`src/rtl/key_schedule_iter.sv`:
```
// Iterative AES-128 key expansion: one round key per clock over ten EXPAND cycles,
// all eleven round keys held in registers for the decryption pipeline.
module key_schedule_iter (
    input  logic         clk,
    input  logic         reset,
    input  logic         start,
    input  logic [127:0] key,
    output logic         busy,
    output logic         keys_valid,
    output logic [127:0] cipher_key_out,
    output logic [127:0] round1_key,
    output logic [127:0] round2_key,
    output logic [127:0] round3_key,
    output logic [127:0] round4_key,
    output logic [127:0] round5_key,
    output logic [127:0] round6_key,
    output logic [127:0] round7_key,
    output logic [127:0] round8_key,
    output logic [127:0] round9_key,
    output logic [127:0] round10_key
);

    localparam int unsigned KEY_W  = 128;
    localparam int unsigned WORD_W = 32;
    localparam int unsigned BYTE_W = 8;
    localparam int unsigned CNT_W  = 4;
    localparam int unsigned ROUNDS = 10;

    localparam logic [BYTE_W-1:0] SBOX [256] = '{
        8'h63, 8'h7c, 8'h77, 8'h7b, 8'hf2, 8'h6b, 8'h6f, 8'hc5, 8'h30, 8'h01, 8'h67, 8'h2b, 8'hfe, 8'hd7, 8'hab, 8'h76,
        8'hca, 8'h82, 8'hc9, 8'h7d, 8'hfa, 8'h59, 8'h47, 8'hf0, 8'had, 8'hd4, 8'ha2, 8'haf, 8'h9c, 8'ha4, 8'h72, 8'hc0,
        8'hb7, 8'hfd, 8'h93, 8'h26, 8'h36, 8'h3f, 8'hf7, 8'hcc, 8'h34, 8'ha5, 8'he5, 8'hf1, 8'h71, 8'hd8, 8'h31, 8'h15,
        8'h04, 8'hc7, 8'h23, 8'hc3, 8'h18, 8'h96, 8'h05, 8'h9a, 8'h07, 8'h12, 8'h80, 8'he2, 8'heb, 8'h27, 8'hb2, 8'h75,
        8'h09, 8'h83, 8'h2c, 8'h1a, 8'h1b, 8'h6e, 8'h5a, 8'ha0, 8'h52, 8'h3b, 8'hd6, 8'hb3, 8'h29, 8'he3, 8'h2f, 8'h84,
        8'h53, 8'hd1, 8'h00, 8'hed, 8'h20, 8'hfc, 8'hb1, 8'h5b, 8'h6a, 8'hcb, 8'hbe, 8'h39, 8'h4a, 8'h4c, 8'h58, 8'hcf,
        8'hd0, 8'hef, 8'haa, 8'hfb, 8'h43, 8'h4d, 8'h33, 8'h85, 8'h45, 8'hf9, 8'h02, 8'h7f, 8'h50, 8'h3c, 8'h9f, 8'ha8,
        8'h51, 8'ha3, 8'h40, 8'h8f, 8'h92, 8'h9d, 8'h38, 8'hf5, 8'hbc, 8'hb6, 8'hda, 8'h21, 8'h10, 8'hff, 8'hf3, 8'hd2,
        8'hcd, 8'h0c, 8'h13, 8'hec, 8'h5f, 8'h97, 8'h44, 8'h17, 8'hc4, 8'ha7, 8'h7e, 8'h3d, 8'h64, 8'h5d, 8'h19, 8'h73,
        8'h60, 8'h81, 8'h4f, 8'hdc, 8'h22, 8'h2a, 8'h90, 8'h88, 8'h46, 8'hee, 8'hb8, 8'h14, 8'hde, 8'h5e, 8'h0b, 8'hdb,
        8'he0, 8'h32, 8'h3a, 8'h0a, 8'h49, 8'h06, 8'h24, 8'h5c, 8'hc2, 8'hd3, 8'hac, 8'h62, 8'h91, 8'h95, 8'he4, 8'h79,
        8'he7, 8'hc8, 8'h37, 8'h6d, 8'h8d, 8'hd5, 8'h4e, 8'ha9, 8'h6c, 8'h56, 8'hf4, 8'hea, 8'h65, 8'h7a, 8'hae, 8'h08,
        8'hba, 8'h78, 8'h25, 8'h2e, 8'h1c, 8'ha6, 8'hb4, 8'hc6, 8'he8, 8'hdd, 8'h74, 8'h1f, 8'h4b, 8'hbd, 8'h8b, 8'h8a,
        8'h70, 8'h3e, 8'hb5, 8'h66, 8'h48, 8'h03, 8'hf6, 8'h0e, 8'h61, 8'h35, 8'h57, 8'hb9, 8'h86, 8'hc1, 8'h1d, 8'h9e,
        8'he1, 8'hf8, 8'h98, 8'h11, 8'h69, 8'hd9, 8'h8e, 8'h94, 8'h9b, 8'h1e, 8'h87, 8'he9, 8'hce, 8'h55, 8'h28, 8'hdf,
        8'h8c, 8'ha1, 8'h89, 8'h0d, 8'hbf, 8'he6, 8'h42, 8'h68, 8'h41, 8'h99, 8'h2d, 8'h0f, 8'hb0, 8'h54, 8'hbb, 8'h16
    };

    typedef enum logic {
        IDLE   = 1'b0,
        EXPAND = 1'b1
    } state_t;

    function automatic logic [WORD_W-1:0] sub_word(input logic [WORD_W-1:0] w);
        return {SBOX[w[31:24]], SBOX[w[23:16]], SBOX[w[15:8]], SBOX[w[7:0]]};
    endfunction

    function automatic logic [BYTE_W-1:0] rcon(input logic [CNT_W-1:0] n);
        logic [BYTE_W-1:0] rc;
        case (n)
            4'd1:    rc = 8'h01;
            4'd2:    rc = 8'h02;
            4'd3:    rc = 8'h04;
            4'd4:    rc = 8'h08;
            4'd5:    rc = 8'h10;
            4'd6:    rc = 8'h20;
            4'd7:    rc = 8'h40;
            4'd8:    rc = 8'h80;
            4'd9:    rc = 8'h1b;
            4'd10:   rc = 8'h36;
            default: rc = 8'h00;
        endcase
        return rc;
    endfunction

    // One AES-128 expansion step: four new words from the previous round key.
    function automatic logic [KEY_W-1:0] expand_step(input logic [KEY_W-1:0] prev,
                                                     input logic [BYTE_W-1:0] rc);
        logic [WORD_W-1:0] w0, w1, w2, w3, t, n0, n1, n2, n3;
        {w0, w1, w2, w3} = prev;
        t  = sub_word({w3[23:0], w3[31:24]}) ^ {rc, 24'h0};
        n0 = w0 ^ t;
        n1 = w1 ^ n0;
        n2 = w2 ^ n1;
        n3 = w3 ^ n2;
        return {n0, n1, n2, n3};
    endfunction

    state_t            state_q, state_d;
    logic [CNT_W-1:0]  cnt_q, cnt_d;
    logic              valid_d;
    logic              busy_d;
    logic              cap_key;
    logic              wr_rk;
    logic [KEY_W-1:0]  rk_q [0:ROUNDS];
    logic [KEY_W-1:0]  prev_key;
    logic [KEY_W-1:0]  next_key;

    always_ff @(posedge clk or negedge reset) begin
        if (!reset) begin
            state_q    <= IDLE;
            cnt_q      <= '0;
            keys_valid <= 1'b0;
            busy       <= 1'b0;
        end else begin
            state_q    <= state_d;
            cnt_q      <= cnt_d;
            keys_valid <= valid_d;
            busy       <= busy_d;
        end
    end

    always_comb begin
        state_d = state_q;
        cnt_d   = cnt_q;
        valid_d = keys_valid;
        cap_key = 1'b0;
        wr_rk   = 1'b0;
        case (state_q)
            IDLE: begin
                if (start) begin
                    state_d = EXPAND;
                    cnt_d   = CNT_W'(1);
                    valid_d = 1'b0;
                    cap_key = 1'b1;
                end
            end
            EXPAND: begin
                wr_rk = 1'b1;
                cnt_d = cnt_q + CNT_W'(1);
                if (cnt_q == CNT_W'(ROUNDS)) begin
                    state_d = IDLE;
                    cnt_d   = '0;
                    valid_d = 1'b1;
                end
            end
            default: state_d = IDLE;
        endcase
        busy_d = (state_d == EXPAND);
    end

    // Round n derives from round n-1; slot 0 is the captured cipher key.
    always_comb begin
        prev_key = rk_q[0];
        for (int unsigned i = 1; i < ROUNDS; i++) begin
            if (cnt_q == CNT_W'(i + 1)) prev_key = rk_q[i];
        end
        next_key = expand_step(prev_key, rcon(cnt_q));
    end

    always_ff @(posedge clk or negedge reset) begin
        if (!reset) begin
            for (int unsigned i = 0; i <= ROUNDS; i++) rk_q[i] <= '0;
        end else begin
            if (cap_key) rk_q[0] <= key;
            if (wr_rk) begin
                for (int unsigned i = 1; i <= ROUNDS; i++) begin
                    if (cnt_q == CNT_W'(i)) rk_q[i] <= next_key;
                end
            end
        end
    end

    assign cipher_key_out = rk_q[0];
    assign round1_key     = rk_q[1];
    assign round2_key     = rk_q[2];
    assign round3_key     = rk_q[3];
    assign round4_key     = rk_q[4];
    assign round5_key     = rk_q[5];
    assign round6_key     = rk_q[6];
    assign round7_key     = rk_q[7];
    assign round8_key     = rk_q[8];
    assign round9_key     = rk_q[9];
    assign round10_key    = rk_q[10];

endmodule

```
`config.mk`:
```
export PLATFORM = sky130hd
export DESIGN_NAME = key_schedule_iter
export DESIGN_NICKNAME = d
export VERILOG_FILES = /design/src/rtl/key_schedule_iter.sv
export SDC_FILE = /design/constraint.sdc
export NUM_CORES = 2
export LEC_CHECK = 0
export ABC_AREA = 1
export ABC_CLOCK_PERIOD_IN_PS = 4200
export BUFFER_PORTS_ARGS = -buffer_cell sky130_fd_sc_hd__buf_2
export CORE_AREA = 8 8 590 592
export DETAILED_ROUTE_END_ITERATION = 10
export DIE_AREA = 0 0 598 600
export SKIP_CTS_REPAIR_TIMING = 1
export SLEW_MARGIN = 30
export SYNTH_ARGS = -nofsm -noshare
export SYNTH_HDL_FRONTEND = slang
export SYNTH_SLANG_ARGS = --single-unit
```
`constraint.sdc`:
```
create_clock -name clk -period 4.2 [get_ports clk]
set_input_delay 0.63 -clock clk [delete_from_list [all_inputs] [get_ports clk]]
set_output_delay 0.63 -clock clk [all_outputs]
set_load 0.05 [all_outputs]
```
==> results.ini <==
[cts]
clock_latency_ns=0.94
clockRootBuffer=clkbuf_16
h-tree-depth=4
cts_tree=done
cts_buffers=179
cts_buffer_depth=4
cts.sink_count=1414
clk_pin_slew_ns=0.06

[timing]
finalCritPeriodShare=1.189
finClkSkew_ns=0.09601
period_needed_ns=4.992
drv_slew=0
worst_slack_ns=-0.7922
max_freq_mhz=200.3
setup_violations=1278
fin_tns_setup_ns=-536.48
worst-slew-pin-transition_ns=1.151
whs_ns=-0.001434
rsz0062_at_grt=true
relSlewSlack=0.2324
report.final.hold_viol_count=2

[run_status]
violations=hold timing, setup timing
status=finished, violations left

[global_routing]
grt_pass1_wl_mm=842.5
antenna_found_initial=67
grt_max_degree=153
grt_overflow=0
grt_pass1_vias=90326
grtUsageTotal=0.3424

[floorplanning]
coreArea_um2=338400
chipWidth_um=598
initial_utilization=0.2352
rows=214
dieArea_um2=358800
die_h_um=600
io_pins=1541

[routing]
vias=99755
drt-initial-drc-count=14778
ant_nets=0
drc_errors=0
via_per_inst=5.374
dr.pass1.iters=9
wl_per_cell_um=35.96
wirelength_mm=667.5

[cells_and_area]
drive_above_1_share=0.3356
utilization=0.3559
final_area_um2=120400
syn_to_final_growth_pct=51.33
final_nets=14028

[logic_synthesis]
synth_top_family_by_area=simple AND/OR/NAND/NOR gates
synth-xor-area-share=0.0003301
muxShareOfSynthArea=0.0007546
syn_nets=11078
synth_edf_count=0
synth_cell_type_count=53
avgSynthCellArea_um2=7.308
synth_area_leaders=dfrtp_1 44%, nand2_1 18%, nand3_1 12%, o21ai_0 6.2%, o211ai_1 2.8%
syn_inst=10892
ys_seq_elements=1414
synth_compound_area_frac=0.1289
ys.flop_type=dfrtp_1
synth-seq-area-share=0.4446
synthArstFlopShare=1.000
synthAdderAreaFrac=0.008646
ys_warn_count=0
synth_top_area_share=0.4446
synth_top_area_cell=dfrtp_1
netlist_area_um2=79590
yosys.area_share.simple=0.3406

[setup_path]
worst_ep_required_time_ns=4.96
crit_type=reg2reg
critPathMaxFanout=59
start_kind=register
crit_slowest_cell=dfrtp_1
reg2reg_slack_ns=-0.79
crit_arrival_ns=5.76
worst_setup_path_end_kind=register
cpMostUsedCell=buf_12
critPathMaxStageDelay_ns=0.40
rr_worst_depth=25

[min_path]
hold_depth=3
hold_path.class=in2reg

[placement]
gp_congestion=1.032
dp_hpwl_mm=512.8
port_buffers=1540
preCtsSetupSlack_ns=-1.247
dpl_cell_area_um2=106400

[job]
cap_violations=0

state kept, by name, indices dropped and copies added (netlist names), 4 cells and up:
name	flops
round5_key	128
cipher_key_out	128
round10_key	128
round1_key	128
round4_key	128
round9_key	128
round3_key	128
round2_key	128
round7_key	128
round8_key	128
cnt_q	4
round6_key	128
final cells by class:
| cell class | instances | area (um^2) |
|---|---|---|
| clock buffer | 250 | 5206 |
| timing repair buffer | 3589 | 28900 |
| antenna | 41 | 102.6 |
| sequential | 1414 | 35390 |
| multi-input combinational | 8137 | 42010 |
| fill | 35785 | 218000 |
| clock inverter | 74 | 1046 |
| inverter | 521 | 2127 |
| tap | 4536 | 5675 |
cells by family after synthesis:
family                   Yosys count
flip-flops                      1414
XOR/XNOR                           3
multiplexers                       6
AND/OR/NAND/NOR                 6256
AO/OA/AOI/OAI                   1811
buffers and inverters           1347
adder cells (fa/ha/maj)           55
worst paths after layout:
check / to / start
worst max-delay path: round2_key[5]$_DFFE_PN0P_ / cnt_q[3]$_DFFE_PN0P_
worst min-delay path: cipher_key_out[6]$_DFFE_PN0P_ / key[6]
worst max register to register: round2_key[5]$_DFFE_PN0P_ / cnt_q[3]$_DFFE_PN0P_
worst min register to register: round10_key[13]$_DFFE_PN0P_ / round10_key[13]$_DFFE_PN0P_
max in group asynchronous: round9_key[118]$_DFFE_PN0P_ / reset
min in group asynchronous: round3_key[33]$_DFFE_PN0P_ / reset
cell usage after synthesis (156+ instances only):
master / instances
inv_1: 467
nand2_1: 3714
nand3_1: 1871
o211ai_1: 299
buf_2: 215
dfrtp_1: 1414
nor2_1: 376
a21oi_1: 156
o21ai_0: 993
o21ai_1: 219
clkbuf_1: 415
metrics by stage:
| step | cells | hold WS, ns |
|---|---|---|
| 2_1_floorplan | 10892 | 0.3344 |
| 3_3_place_gp | 17889 | 0.4590 |
| 3_5_place_dp | 17889 | 0.4621 |
| 4_1_cts | 18213 | -0.3891 |
| 5_1_grt | 18531 | 0.001552 |
| 6_report | 18562 | -0.001434 |
metal layers:
layer  wire (um)  track usage  vias to the layer above  part of all wire
li1            -            -                    42189                 -
met1      242200       0.4138                    48726              0.36
met2      272200       0.4976                     7188              0.41
met3       78420       0.1017                     1630              0.12
met4       74360       0.2906                       22              0.11
met5         316     0.003701                        -           0.00047
placed cells by master (no fill, tap or decap), types with 16 or more instances in the layout:
| master | n |
|---|---|
| nand3b_1 | 18 |
| buf_8 | 19 |
| dlygate4sd3_1 | 120 |
| nand2_8 | 16 |
| buf_12 | 347 |
| nand2_4 | 98 |
| nor2_4 | 33 |
| nand3_1 | 1609 |
| buf_6 | 94 |
| clkinv_2 | 26 |
| inv_1 | 429 |
| nand4_1 | 26 |
| clkbuf_8 | 46 |
| buf_4 | 1433 |
| o211ai_1 | 299 |
| a21oi_1 | 134 |
| a21oi_2 | 19 |
| diode_2 | 41 |
| nand2_1 | 3534 |
| a22oi_1 | 42 |
| dfrtp_1 | 1412 |
| bufinv_16 | 16 |
| or2_2 | 17 |
| nor2_1 | 340 |
| nand2_2 | 179 |
| a31oi_1 | 25 |
| inv_2 | 55 |
| o21ai_0 | 962 |
| nand3_2 | 243 |
| o21ai_1 | 235 |
| buf_2 | 1539 |
| nor2_2 | 22 |
| nand3_4 | 103 |
| o21ai_2 | 46 |
| clkbuf_16 | 209 |
| ha_1 | 30 |
| clkbuf_1 | 25 |
critical path, delay by kind of cell (launching register included):
family,cells,cell delay (ns)
and+or+nand+nor,11,1.68
DFF,1,0.40
buffers and inverters,8,1.27
AOI/OAI and AO/OA,6,1.28
Power is left out: the tool's default activity adds up to more than one toggle a clock period on the data nets, which glitch-free logic cannot reach.
